### src/rtl/hazard_ctrl.sv
// hazard_ctrl: load-use bubble, taken-branch flush and multi-cycle mult/div hold for a 5-stage pipeline.
// The mult/div hold FSM is built only when HAZARD_MULDIV_STALL_EN is defined.
module hazard_ctrl #(
    parameter int MULDIV_CYCLES = 32
) (
    input  logic        clk,
    input  logic        rst_n,
    input  logic [4:0]  id_rs,
    input  logic [4:0]  id_rt,
    input  logic        id_uses_rs,
    input  logic        id_uses_rt,
    input  logic        ex_memread,
    input  logic [4:0]  ex_rt,
    input  logic        muldiv_start,
    input  logic        branch_taken,
    input  logic        perf_clr,
    output logic        pc_write,
    output logic        ifid_write,
    output logic        idex_stall,
    output logic        ifid_flush,
    output logic        ex_hold,
    output logic        muldiv_done,
    output logic [1:0]  busy_state,
    output logic [15:0] stall_count
);

    typedef enum logic [1:0] {
        IDLE    = 2'b00,
        MD_BUSY = 2'b01
    } state_t;

    logic        load_use_s;
    logic [15:0] stall_count_r;

    // $zero is never a real load destination, so it cannot create a hazard
    assign load_use_s = ex_memread && (ex_rt != 5'd0) &&
                        ((id_uses_rs && (id_rs == ex_rt)) ||
                         (id_uses_rt && (id_rt == ex_rt)));

`ifdef HAZARD_MULDIV_STALL_EN

    localparam int               CW       = $clog2(MULDIV_CYCLES);
    localparam logic [CW-1:0]    CNT_LOAD = CW'(MULDIV_CYCLES - 2);

    state_t        state_r;
    state_t        state_s;
    logic [CW-1:0] cnt_r;
    logic [CW-1:0] cnt_s;

    // FSM state and mult/div countdown register
    always_ff @(posedge clk or negedge rst_n) begin
        if (!rst_n) begin
            state_r <= IDLE;
            cnt_r   <= {CW{1'b0}};
        end else begin
            state_r <= state_s;
            cnt_r   <= cnt_s;
        end
    end

    // Next state and hazard controls; outputs held at pass-through while in reset
    always_comb begin
        state_s     = state_r;
        cnt_s       = cnt_r;
        pc_write    = 1'b1;
        ifid_write  = 1'b1;
        idex_stall  = 1'b0;
        ifid_flush  = 1'b0;
        ex_hold     = 1'b0;
        muldiv_done = 1'b0;
        if (!rst_n) begin
            state_s = IDLE;
            cnt_s   = {CW{1'b0}};
        end else begin
            case (state_r)
                IDLE: begin
                    if (muldiv_start) begin
                        state_s    = MD_BUSY;
                        cnt_s      = CNT_LOAD;
                        pc_write   = 1'b0;
                        ifid_write = 1'b0;
                        ex_hold    = 1'b1;
                    end else if (branch_taken) begin
                        ifid_flush = 1'b1;
                        idex_stall = 1'b1;
                    end else if (load_use_s) begin
                        pc_write   = 1'b0;
                        ifid_write = 1'b0;
                        idex_stall = 1'b1;
                    end else begin
                        state_s = IDLE;
                    end
                end
                MD_BUSY: begin
                    // last occupancy cycle releases EX while the result writes back
                    if (cnt_r == {CW{1'b0}}) begin
                        muldiv_done = 1'b1;
                        state_s     = IDLE;
                    end else begin
                        pc_write   = 1'b0;
                        ifid_write = 1'b0;
                        ex_hold    = 1'b1;
                        cnt_s      = cnt_r - CW'(1'b1);
                    end
                end
                default: begin
                    state_s = IDLE;
                    cnt_s   = {CW{1'b0}};
                end
            endcase
        end
    end

    assign busy_state = state_r;

`else

    logic unused_muldiv_s;
    assign unused_muldiv_s = muldiv_start;

    // Hazard controls without mult/div support; outputs held at pass-through while in reset
    always_comb begin
        pc_write   = 1'b1;
        ifid_write = 1'b1;
        idex_stall = 1'b0;
        ifid_flush = 1'b0;
        if (!rst_n) begin
            pc_write = 1'b1;
        end else if (branch_taken) begin
            ifid_flush = 1'b1;
            idex_stall = 1'b1;
        end else if (load_use_s) begin
            pc_write   = 1'b0;
            ifid_write = 1'b0;
            idex_stall = 1'b1;
        end else begin
            pc_write = 1'b1;
        end
    end

    assign ex_hold     = 1'b0;
    assign muldiv_done = 1'b0;
    assign busy_state  = IDLE;

`endif

    // Saturating count of cycles lost to stalls or flushes
    always_ff @(posedge clk or negedge rst_n) begin
        if (!rst_n) begin
            stall_count_r <= 16'd0;
        end else if (perf_clr) begin
            stall_count_r <= 16'd0;
        end else if ((!pc_write || ifid_flush) && (stall_count_r != 16'hFFFF)) begin
            stall_count_r <= stall_count_r + 16'd1;
        end else begin
            stall_count_r <= stall_count_r;
        end
    end

    assign stall_count = stall_count_r;

endmodule
### config.mk
export PLATFORM = sky130hd
export DESIGN_NAME = hazard_ctrl
export DESIGN_NICKNAME = d
export VERILOG_FILES = /design/src/rtl/hazard_ctrl.sv
export SDC_FILE = /design/constraint.sdc
export NUM_CORES = 1
export LEC_CHECK = 0
export CAP_MARGIN = 40
export CORE_UTILIZATION = 27
export CTS_BUF_LIST = sky130_fd_sc_hd__clkbuf_2
export DETAILED_ROUTE_END_ITERATION = 12
export GPL_ROUTABILITY_DRIVEN = 0
export REMOVE_ABC_BUFFERS = 1
export SETUP_SLACK_MARGIN = 0.15
export SYNTH_ARGS = -nofsm -noshare
export SYNTH_HDL_FRONTEND = slang
export SYNTH_SLANG_ARGS = --single-unit
### constraint.sdc
create_clock -name clk -period 2.39 [get_ports clk]
set_input_delay 0.478 -clock clk [delete_from_list [all_inputs] [get_ports clk]]
set_output_delay 0.478 -clock clk [all_outputs]
set_load 0.02 [all_outputs]
### After elaboration in Yosys (flattened, before gate mapping)

Cells that the tools add are included.

* bits of input ports: 23
* register bits: 16
* output and inout bits: 24

* $add $sub $neg: 1
* reduce and logical (&&, ||, !) cells: 10
* muxes and demuxes: 10
* equal/unequal tests: 3

Operators with widths (count)
* 2-to-1 mux 16 bit: 2
* adder 16 x 1 -> 16 bit, second input constant: 1
* != test 16 bit, second input constant: 1
* equality test 5 bit: 2
* 2-to-1 mux 1 bit: 8
* logical AND 1 bit: 5
* nonzero test 5 bit: 1
* logical OR 1 bit: 2
* nonzero test 2 bit: 1
* logical NOT 1 bit: 1

### Logic depth before layout (Yosys ltp)

Gate-level depths: netlist of run 1.

* word-level depth: 12
* depth in mapped cells: 8
* depth with buffers taken out: 7

### Worst setup path after synthesis of run 1

OpenSTA, ideal clock, no wires.

* kind: input port to output port
* from: input ex_rt[1]
* to: output pc_write
* setup slack: 0.284 ns
* stages: 5
* data arrival time: 1.628 ns
* path through: or4_1 o211ai_2 nand2b_1 or2_2 buf_4

* word-level cells in the longest chain between the ends: 7
* elaborated cells on any way between the ends: 11
* classes of those cells: 2 x eq/ne; 3 x mux; 6 x reduce/logical

RTL lines
* start: declaration: line 13 `input logic [4:0] ex_rt,`
* equality test 5 bit, on equally long branches: line 37, 38
* logical AND 1 bit, on equally long branches: line 37, 38
* logical OR 1 bit: line 37 `((id_uses_rs && (id_rs == ex_rt)) ||`
* logical AND 1 bit *: line 36 `assign load_use_s = ex_memread && (ex_rt != 5'd0) &&`
* 2-to-1 mux 1 bit * (3 in a row)
* end: declaration: line 17 `output logic pc_write,`

Every way passes the cells marked *; elsewhere a longest branch is shown, timed or not.

### Worst setup path in the final report of run 1

* from: input id_rt[2]
* to: output pc_write

* word-level cells in the longest chain between the ends: 7

RTL lines
* start: declaration: line 9 `input logic [4:0] id_rt,`
* equality test 5 bit: line 38 `(id_uses_rt && (id_rt == ex_rt)));`
* logical AND 1 bit: line 38
* logical OR 1 bit: line 37
* logical AND 1 bit: line 36
* 2-to-1 mux 1 bit: line 132 `end else if (load_use_s) begin`
* 2-to-1 mux 1 bit: line 129 `end else if (branch_taken) begin`
* 2-to-1 mux 1 bit: line 127 `if (!rst_n) begin`

No other way between the ends.

==> results of run 1 <==
stage by stage:
| stage | worst slack, ps | TNS (ps) |
|---|---|---|
| finish | 198 | 0 |
| floorplan | 61.9 | 0 |
| CTS | 140 | 0 |
| global placement | -566 | -4160 |
| detailed placement | -591 | -4790 |
| global route | 151 | 0 |
power groups by stage:
| stage | Clock [mW] | Combinational, mW | Sequential, mW |
|---|---|---|---|
| floorplan | 0 | 0.0453 | 0.284 |
| global placement | 0 | 0.132 | 0.280 |
| detailed placement | 0 | 0.135 | 0.280 |
| CTS | 0.133 | 0.134 | 0.275 |
| global route | 0.149 | 0.142 | 0.276 |
| finish | 0.131 | 0.132 | 0.276 |
cell families after synthesis:
| family | Yosys count | share of synthesized area, % |
|---|---|---|
| other | 1 | 0.339 |
| XOR/XNOR | 11 | 8.71 |
| AO/OA/AOI/OAI | 29 | 17.5 |
| flip-flops | 16 | 36.2 |
| AND/OR/NAND/NOR | 56 | 27.4 |
| adder cells (fa/ha/maj) | 1 | 1.13 |
| multiplexers | 2 | 1.92 |
| buffers and inverters | 12 | 6.79 |
cell type report:
class | instances | area [µm²]
clock buffers | 3 | 15.0
clock inverters | 1 | 3.75
fillers | 398 | 2120
inverters | 3 | 11.3
multi-input cells | 103 | 688
flip-flops and latches | 16 | 402
well taps | 48 | 60.1
repair buffers | 56 | 498
worst paths after layout:
path | endpoint | depth (start not counted)
worst max register to register | stall_count[13] | 8
max in group asynchronous | stall_count[1] | 2
min in group clk | stall_count[15] | 2
worst max-delay path | pc_write | 7
worst min register to register | stall_count[15] | 2
worst min-delay path | stall_count[11] | 2
timing repair:
| action | in CTS | in global routing |
|---|---|---|
| pin swaps | 16 | 9 |
| gates cloned | 0 | 0 |
| endpoints found under the setup margin | 16 | 19 |
| setup buffers | 2 | 0 |
| endpoints found under the hold margin | 0 | 0 |
| gates resized for setup | 47 | 10 |
per-layer routing:
| layer | vias to the layer above | wire length (µm) |
|---|---|---|
| li1 | 569 | - |
| met1 | 566 | 1460 |
| met2 | 48 | 1480 |
| met3 | 3 | 227 |
| met4 | 0 | 15 |
| met5 | - | 0 |
cell usage in the layout (no fill, tap or decap), drive strengths merged, types with 2 or more instances in the layout:
master / count
inv: 3
xnor2: 10
dlygate4sd2: 9
buf: 20
a21oi: 13
nand2: 11
clkdlybuf4s15: 3
and3: 2
dfrtp: 16
o21ai: 7
o31ai: 3
clkdlybuf4s50: 21
or4: 4
nor4: 2
nand3: 6
clkbuf: 5
conb: 4
or3: 7
nand4: 7
or2: 3
nor2: 9
==> impl_metrics.toml, run 1 <==
[placement]
hpwl_mm = 2.43
portBuffers = 41
placed_cells = 224
dpl-instance-area_mm2 = 0.00162

[timing]
finalHoldViolCount = 0
fin_skew_ps = 9.71
fmax_mhz = 456
whs_ps = 175
rsz0062_at_grt = "false"
setup_viol_count_final = 0
finalCriticalPeriod_ps = 2190
fin_crit_sh_pct = 91.7
slew_viol_final = 0

[power]
clkPwrFrac_pct = 24.4
swShare_pct = 30.1
p_leak_nw = 0.701
intPower_uw = 377
power_switching_uw = 162
power_uw = 539
pwr-share-comb_pct = 24.5
seqPwrFrac_pct = 51.1
power.density_mw_per_mm2 = 321
vdd_drop_max_mv = 0.189

[global_routing]
grtUsageMet1_pct = 18.5
met3_usage_pct = 3.28
overflow = 0
antenna_found_initial = 0
grtUsageTotal_pct = 15.3
grt_use_met2_pct = 27.2
grt_max_degree = 14
grt.busiest_layer = "met2"
grt_pass1_wl_mm = 5.15
grt_pass1_vias = 1191

[synth]
ys_top_cells_by_count = "dfrtp_1 (16), a21oi_1 (12), nand2_1 (11)"
ys_ff_latch = 16
avgSynthCellArea_um2 = 8.64
synth_cell_types = 35
synth_area_leader_cell = "dfrtp_1"
yosys_warnings = 0
synth_most_common_cell = "dfrtp_1"
synth_top_area_share_pct = 36.2
synthCells = 128
synth_area_leaders = "dfrtp_1 (36%), xnor2_1 (7.9%), a21oi_1 (5.4%)"
async_reset_ff_share_pct = 100
synth_edf_count = 0
ys_seq_area_share_pct = 36.2
synth_area_mm2 = 0.00111
synthFlopType = "dfrtp_1"

[floorplanning]
die_y_um = 66.0
start_util_pct = 29.1
dieArea_mm2 = 0.00436
rows = 22
dieWidth_um = 66.0
ios = 47
core-area_mm2 = 0.00380

[critical_path]
critPathBufInv = 2
worst_path_max_delay_cell = "dlygate4sd2_1"
reg2reg_slack_ps = 310
crit_start = "id_rt[2]"
cp-end-kind = "output port"
critPathMaxStageDelay_ps = 250
worstSetupStartpointType = "input pin"
cp_top_family = "simple AND/OR/NAND/NOR gates"
r2r_start = "stall_count[1]"
crit_required_ps = 1910
crit_type = "in2out"
arrival_ps = 1710
crit_path_max_fanout = 2
cp_cell_sequence = "dlygate4sd2_1 > xnor2_1 > nand4_1 > o22ai_2 > nand2b_4 > or2_4 > buf_6"

[clock_network]
clk_pin_slew_ps = 170
htreeDepth = 1
hold_buffers = 0
clockBufferDepth = 2
clk_latency_ps = 310
cts_tree = "yes"
cts.sinks = 16
numCtsBuffers = 3
clockRootBuffer = "clkbuf_2"

[routing]
vias = 1186
postRouteAntennaNets = 0
drtIter0Drc = 23
firstDrtPassIters = 4
drc = 0
viasPerCell = 5.16
wl_mm = 3.19
avgRoutedWirePerCell_um = 13.8

[layout]
post-route-util_pct = 44.2
layout-drive-gt1-share_pct = 20.9
largest_register_ffs = 16
design_area_mm2 = 0.00168
num-nets-final = 207
n_antenna_cell = 0
syn_to_final_growth_pct = 51.7
fin_cells = 230

[min_path]
hp-class = "in2async"

[outcome]
status = "finished clean"

[flow_run]
drv_cap = 0
Power figures use the tool's default switching activity.
==> run 2: changes to the inputs <==
--- a/config.mk
+++ b/config.mk
@@ -15,3 +15,4 @@
 export SYNTH_ARGS = -nofsm -noshare
 export SYNTH_HDL_FRONTEND = slang
 export SYNTH_SLANG_ARGS = --single-unit
+export TNS_END_PERCENT = 5
==> run 2 against run 1 <==
- critical path depth stayed put
- final cell count grew 0.87%
- register-to-register slack improved by 20 ps
- flip-flop and latch count unchanged
- sequential share of layout area fell by 0.76 points
- clock power barely moved
- count of clock-buffer cells in the layout unchanged
- critical path type unchanged
- critical endpoint is now idex_stall
- largest power group unchanged
==> impl_metrics.toml, run 2 (synthesis gave the netlist of run 1 again) <==
[critical_path]
arrival_ps = 1800
critPathBufInv = 3
cp_cell_sequence = "clkdlybuf4s15_1 > or4_4 > o211ai_2 > nand2b_4 > buf_4 > nand2_2 > buf_6"
crit_type = "in2out"
worstSetupStartpointType = "input pin"
r2r_start = "stall_count[1]"
r2r_cells = 8
reg2reg_to = "stall_count[1]"
crit_required_ps = 1910
crit_path_max_fanout = 3
cp-end-kind = "output port"
reg2reg_slack_ps = 330
cp_top_family = "simple AND/OR/NAND/NOR gates"
critPathMaxStageDelay_ps = 440
worst_path_max_delay_cell = "or4_4"

[power]
power_uw = 546
p_leak_nw = 0.757
vdd_drop_max_mv = 0.189
power.density_mw_per_mm2 = 315

[layout]
syn_to_final_growth_pct = 56.7
design_area_mm2 = 0.00173
post-route-util_pct = 45.6
n_antenna_cell = 0
largest_register_ffs = 16
num-nets-final = 209
fillers = 372
fin_cells = 232
layout-drive-gt1-share_pct = 23.4
final_cell_mix = "clkdlybuf4s50_1 (23), dfrtp_1 (15), buf_4 (14)"
layout_commonest_cell = "clkdlybuf4s50_1"

[routing]
drtIter0Drc = 28
vias = 1199
drc = 0
wl_mm = 3.23
firstDrtPassIters = 4
postRouteAntennaNets = 0
viasPerCell = 5.17
avgRoutedWirePerCell_um = 13.9

[timing]
fmax_mhz = 438
fin_crit_sh_pct = 95.5
finalCriticalPeriod_ps = 2280
finalHoldViolCount = 0
fin_skew_ps = 13.2
setup_viol_count_final = 0
rsz0062_at_grt = "true"
slew_viol_final = 0

[floorplanning]
rows = 22
ios = 47
core-area_mm2 = 0.00380
die_y_um = 66.0
start_util_pct = 29.1
dieWidth_um = 66.0
dieArea_mm2 = 0.00436

[clock_network]
cts.sinks = 16
htreeDepth = 1
clockRootBuffer = "clkbuf_2"
clk_latency_ps = 310
clk_pin_slew_ps = 180
clockBufferDepth = 2
numCtsBuffers = 3
cts_tree = "yes"

[global_routing]
grt_pass1_vias = 1182
grt_max_degree = 14
grtUsageTotal_pct = 15.0
antenna_found_initial = 0
grt_pass1_wl_mm = 5.09
overflow = 0

[outcome]
status = "finished clean"

[placement]
hpwl_mm = 2.43
placed_cells = 224
dpl-instance-area_mm2 = 0.00162
portBuffers = 41

[min_path]
hp-class = "in2async"

[flow_run]
drv_cap = 0
==> run 2: cell types whose count changed in the layout (fill, tap and decap cells not counted), moves of 2 or more <==
| cell | change |
|---|---|
| or4_4 | +2 |
| clkbuf_2 | +2 |
| clkdlybuf4s15_1 | -2 |
| a21oi_2 | +2 |
| or4_1 | -2 |
| buf_2 | -2 |
| dlymetal6s2s_1 | +8 |
| clkdlybuf4s50_1 | +2 |
| buf_6 | +3 |
| dlygate4sd2_1 | -8 |
| a21oi_1 | -2 |
==> run 2: how the worst max path moves through the flow <==
stage	start	endpoint	depth (start not counted)
finish	ex_rt[4]	idex_stall	7
global route	id_rt[3]	stall_count[9]	11
CTS	id_rt[2]	ifid_write	7
detailed placement	ex_rt[2]	ifid_write	6
global placement	ex_rt[2]	ifid_write	6
floorplan	stall_count[0]	stall_count[10]	7
==> run 2: through the flow <==
stage | hold slack, ps | TNS [ps] | worst slack (ps)
CTS | 541 | -65.0 | -32.5
global route | 538 | 0 | 59.0
finish | 548 | 0 | 108
global placement | 572 | -4160 | -566
detailed placement | 583 | -4790 | -591
floorplan | 182 | 0 | 61.9
==> run 2: per-layer routing <==
layer  share of wire (%)  vias up  track usage (%)
li1                    -      576                -
met1                  45      566             18.4
met2                  47       50             26.5
met3                 7.4        7             3.28
met4                0.77        0             3.72
met5                   0        -                0
==> run 2: report_power, final <==
part / leakage (nW) / internal (mW) / switching [mW]
clock network: 0.0140 / 0.0364 / 0.0961
registers: 0.221 / 0.273 / 0.00223
logic: 0.521 / 0.0722 / 0.0658
total: 0.757 / 0.382 / 0.164
==> run 2: layout make-up <==
type / count / area (µm²) / share of cell area, %
timing repair buffer: 58 / 554 / 32.0
clock inverter: 1 / 3.75 / 0.217
multi-input combinational: 103 / 687 / 39.6
inverter: 3 / 11.3 / 0.650
clock buffer: 3 / 15.0 / 0.866
tap: 48 / 60.1 / 3.47
sequential: 16 / 402 / 23.2
==> run 2: repair_timing <==
item	in CTS	in global routing
endpoints found under the hold margin	0	0
hold buffers	0	0
setup buffers	1	3
gates resized for setup	21	35
pin swaps	2	16
cloned	0	0
setup endpoints to repair	16	18
==> run 3: changes to the inputs <==
--- a/config.mk
+++ b/config.mk
@@ -12,6 +12,7 @@
 export GPL_ROUTABILITY_DRIVEN = 0
 export REMOVE_ABC_BUFFERS = 1
 export SETUP_SLACK_MARGIN = 0.15
+export SLEW_MARGIN = 10
 export SYNTH_ARGS = -nofsm -noshare
 export SYNTH_HDL_FRONTEND = slang
 export SYNTH_SLANG_ARGS = --single-unit
==> results of run 3 <==
Final layout, timing and power as in run 2 (identical DEF).
==> edit 1: new RTL, config.mk and constraints of run 1 <==
Add a define of `HAZARD_MULDIV_STALL_EN`.
--- a/src/rtl/hazard_ctrl.sv
+++ b/src/rtl/hazard_ctrl.sv
@@ -1,5 +1,7 @@
 // hazard_ctrl: load-use bubble, taken-branch flush and multi-cycle mult/div hold for a 5-stage pipeline.
 // The mult/div hold FSM is built only when HAZARD_MULDIV_STALL_EN is defined.
+`define HAZARD_MULDIV_STALL_EN
+
 module hazard_ctrl #(
     parameter int MULDIV_CYCLES = 32
 ) (
Formal check against the unedited RTL: not equivalent (Yosys sat finds a counterexample within 4 cycles, from zero or initial values and one cycle with rst_n low).
==> edit 1 against run 1 <==
Worst hold slack gained 9.5 ps. Critical endpoint is now stall_count[6]. Largest power group unchanged. Synthesized area rose by 31%. The flow now finishes with violations (setup timing). Design area is 52% higher. Clock power is 12% higher. Sequential cell count grew 6. Wire length increased by 35%. Power grew 68%. Worst setup slack lost 340 ps.
==> edit 1: results (changes against run 1) <==
\begin{tabular}{lr}
\hline
Metric & Value \\
\hline
\multicolumn{2}{l}{\textbf{Status}} \\
Run status & finished with violations \\
Violations in the final reports & setup timing \\
\multicolumn{2}{l}{\textbf{Yosys}} \\
Area contributors post-synth & dfrtp\_1 (38\%), a21oi\_1 (6.2\%), xor2\_1 (5.4\%) \\
Post-synthesis adder-cell area fraction & 2.59\% (+1.5 points) \\
Synth cell count leaders & dfrtp\_1 (22), a21oi\_1 (18), nor2\_1 (13), or4\_1 (10), xor2\_1 (9) \\
Sequential fraction of the synthesis area & 38.0\% (+1.8 points) \\
Number of distinct library cells after synthesis & 40 (+14\%) \\
Multiplexer share of the synthesized area & 3.11\% (+1.2 points) \\
\multicolumn{2}{l}{\textbf{Timing}} \\
Worst Clk Skew & 8.99 ps (-0.719 ps) \\
Final setup violating endpoints & 14 (+14) \\
Final setup margin & -143 ps (-341 ps) \\
\multicolumn{2}{l}{\textbf{Global route}} \\
Global-route wire length before repair & 7.10 mm (+38\%) \\
Combined global-route utilization of all metal layers & 16.3\% (+1.1 points) \\
Global-route met1 utilization & 21.7\% (+3.2 points) \\
Pin count of the biggest net entering global routing & 30 (+16) \\
Vias in the first global route & 1553 (+30\%) \\
\multicolumn{2}{l}{\textbf{Drt}} \\
Total via count in the routed design & 1542 (+30\%) \\
Length of routed met2 wiring & 2.11 mm (+42\%) \\
Via-per-instance ratio & 4.99 (-3.2\%) \\
Routed length on met1 & 1.93 mm (+32\%) \\
Routed wire per std cell & 13.9 um (+0.44\%) \\
Number of DRC markers after the initial detailed-route iteration & 58 (+150\%) \\
Sum of met3 wire segment lengths after detailed routing & 216 um (-4.8\%) \\
\multicolumn{2}{l}{\textbf{Pwr}} \\
Worst VDD drop & 0.141 mV (-25\%) \\
Lkg Pwr & 0.00103 uW (+47\%) \\
\multicolumn{2}{l}{\textbf{Critical path}} \\
Worst setup path start & cnt\_r[1] \\
CP Data Arrival Time & 2770 ps (+1060 ps) \\
Maximum fanout encountered on the critical timing path & 7 (+5) \\
\multicolumn{2}{l}{\textbf{Finish}} \\
Fill cell total of the finished layout & 516 (+30\%) \\
Net total in the final layout & 267 (+29\%) \\
Share of post-route cells with drive strength above 1 & 40.6\% (+20 points) \\
\multicolumn{2}{l}{\textbf{Place}} \\
Inst Count DP & 299 (+33\%) \\
Post-DP HPWL & 2.97 mm (+22\%) \\
\hline
\end{tabular}
-- edit 1: cell count changes in the layout (fill, tap and decap cells not counted), sizes merged, moves of 4 or more --
cell,change
and3,+4
nand4,-4
buf,+25
a21oi,+5
or3,-5
xnor2,-8
nor2,+4
dfrtp,+6
or4,+6
o31ai,+5
xor2,+8
-- edit 1: path summary, 6_finish.rpt --
kind                                  endpoint  slack (ps)  depth (start not counted)
min in group clk                stall_count[5]         580                          2
worst min-delay path            stall_count[5]         180                          2
worst max register to register  stall_count[6]        -140                         10
max in group asynchronous             cnt_r[0]        2040                          2
worst max-delay path            stall_count[6]        -140                         10
worst min register to register  stall_count[5]         580                          2
-- edit 1: where the power goes --
part	switching, uW	internal, uW
Sequential	16.1	388
Combinational	160	197
Clock	113	34.2
Total	289	619
-- edit 1: timing repair --
action                                  in CTS  in global routing
pin swaps                                   43                 18
endpoints found under the setup margin      21                 21
buffers inserted                             3                  3
gates resized for setup                     93                 34
hold buffers                                 0                  0
cloned                                       1                  0
-- edit 1: final cells by class --
cell class	count	area, um2	area share [%]
clock buffers	3	15.0	0.591
inverters	5	18.8	0.738
multi-input cells	127	1060	41.7
flip-flops and latches	22	551	21.7
well taps	70	87.6	3.44
repair buffers	82	810	31.8
-- edit 1: worst max-delay path: stages, from the launching register on --
cell,delay [ps]
dfrtp_1,410
inv_2,60
ha_4,150
nor4b_4,130
nand2_1,90
or4b_4,480
buf_6,130
o21a_4,240
buf_4,160
nor4b_4,290
mux2_4,320
-- edit 1: per-stage QoR --
stage               TNS [ps]  worst slack (ps)
floorplan               -109             -54.7
global placement       -9920              -656
detailed placement    -10560              -694
CTS                    -1390              -144
global route           -2740              -262
finish                 -1130              -143
==> edit 2: new RTL, flow settings as in run 1 <==
Made on the original files. Put one more register stage on the output `stall_count`, without a reset. The value now appears one clock later. The other outputs are not delayed to match.
--- a/src/rtl/hazard_ctrl.sv
+++ b/src/rtl/hazard_ctrl.sv
@@ -157,6 +157,8 @@
         end
     end
 
-    assign stall_count = stall_count_r;
+    always_ff @(posedge clk) begin
+        stall_count <= stall_count_r;
+    end
 
 endmodule
Check against the original RTL: not equivalent (a bounded check fails within 4 cycles, from zero or initial values and one cycle with rst_n low).
==> edit 2 against run 1 <==
Synthesized area is 29% higher. Design area is 23% higher. Power is 72% higher. Clock power is 89% higher. Largest cell class is now flip-flops and latches. Critical endpoint is now ifid_write. Register-to-register slack worse by 60 ps. Sequential cell count is 16 higher. Synthesized cell count is 13% higher. First-iteration DRC count grew to 3.3 times the old value. Wire length is 3.7% higher. Worst setup slack worse by 13 ps. Non-clock buffer count is 2 higher. Critical path depth is 1 lower.
==> edit 2: results (changes against run 1) <==
\begin{tabular}{lr}
\hline
Metric & Value \\
\hline
\multicolumn{2}{l}{\textbf{Timing}} \\
Worst Clk Skew & 11.3 ps (+1.54 ps) \\
Upper clock frequency limit & 454 MHz (-0.60\%) \\
Tightest hold margin & 451 ps (+276 ps) \\
\multicolumn{2}{l}{\textbf{Hold path}} \\
Type of the tightest min-delay check & reg -> reg \\
\multicolumn{2}{l}{\textbf{Critical path}} \\
Maximum fanout encountered on the critical timing path & 3 (+1) \\
Minimum setup slack among reg-to-reg paths & 250 ps (-60 ps) \\
Maximum cell stage delay along the critical path & 480 ps (+230 ps) \\
Worst-path cell with the longest stage delay & or4\_4 \\
CP Data Arrival Time & 1730 ps (+20 ps) \\
Worst setup path start & ex\_rt[3] \\
\multicolumn{2}{l}{\textbf{Global route}} \\
Vias in the first global route & 1106 (-7.1\%) \\
Combined global-route utilization of all metal layers & 13.4\% (-1.8 points) \\
Global-route met1 utilization & 16.8\% (-1.7 points) \\
GR Util met3 & 5.35\% (+2.1 points) \\
Pin count of the biggest net entering global routing & 17 (+3) \\
Global-route wire length before repair & 5.38 mm (+4.4\%) \\
\multicolumn{2}{l}{\textbf{Drt}} \\
Via-per-instance ratio & 4.60 (-11\%) \\
Sum of met3 wire segment lengths after detailed routing & 129 um (-43\%) \\
Number of DRC markers after the initial detailed-route iteration & 75 (+230\%) \\
Routed length on met1 & 1.53 mm (+4.7\%) \\
Length of routed met2 wiring & 1.62 mm (+9.1\%) \\
Total via count in the routed design & 1260 (+6.2\%) \\
\multicolumn{2}{l}{\textbf{Clocking}} \\
Post-CTS Setup Bufs & 1 (-1) \\
Num CTS Buffers & 5 (+2) \\
H-tree Lvls & 2 (+1) \\
\multicolumn{2}{l}{\textbf{Finish}} \\
Share of post-route cells with drive strength above 1 & 21.6\% (+0.69 points) \\
Net total in the final layout & 227 (+9.7\%) \\
\multicolumn{2}{l}{\textbf{Yosys}} \\
Synth cell count leaders & dfrtp\_1 (16), dfxtp\_1 (16), a21oi\_1 (12), nand2\_1 (11), xnor2\_1 (10) \\
Area contributors post-synth & dfrtp\_1 (28\%), dfxtp\_1 (22\%), xnor2\_1 (6.1\%) \\
Xor and xnor fraction of the mapped netlist area & 6.75\% (-2.0 points) \\
Sequential fraction of the synthesis area & 50.5\% (+14 points) \\
Number of distinct library cells after synthesis & 36 (+2.9\%) \\
Asr flop ratio synth & 50.0\% (-50 points) \\
\multicolumn{2}{l}{\textbf{Place}} \\
Post-DP HPWL & 2.41 mm (-0.84\%) \\
Cell Area, Placed & 1990 um2 (+23\%) \\
Inst Count DP & 263 (+17\%) \\
\multicolumn{2}{l}{\textbf{Pwr}} \\
Power share of the sequential group & 58.8\% (+7.7 points) \\
Total internal power & 677 uW (+80\%) \\
Total power consumption of the routed design & 928 uW (+72\%) \\
\multicolumn{2}{l}{\textbf{Status}} \\
Run status & finished clean \\
\hline
\end{tabular}
## edit 2: changes by cell type in the layout (fill, tap and decap cells not counted), moves of 2 or more
| cell | run 1 | this run |
|---|---|---|
| clkdlybuf4s15_1 | 3 | 1 |
| dlygate4sd2_1 | 9 | 11 |
| dfxtp_1 | 0 | 16 |
| clkinv_2 | 0 | 2 |
## edit 2: layout make-up
type                       count  area [um2]
clock buffer                   5        25.0
multi-input combinational    103         681
clock inverter                 3        13.8
sequential                    32         722
tap                           70        87.6
timing repair buffer          58         520
fill                         553        3050
inverter                       3        11.3
## edit 2: worst paths after layout
| kind | end | depth (start not counted) |
|---|---|---|
| worst max-delay path | ifid_write | 6 |
| worst min-delay path | stall_count[15] | 0 |
| worst max register to register | stall_count_r[13] | 8 |
| worst min register to register | stall_count[15] | 0 |
| max in group asynchronous | stall_count_r[1] | 2 |
| min in group asynchronous | stall_count_r[12] | 2 |
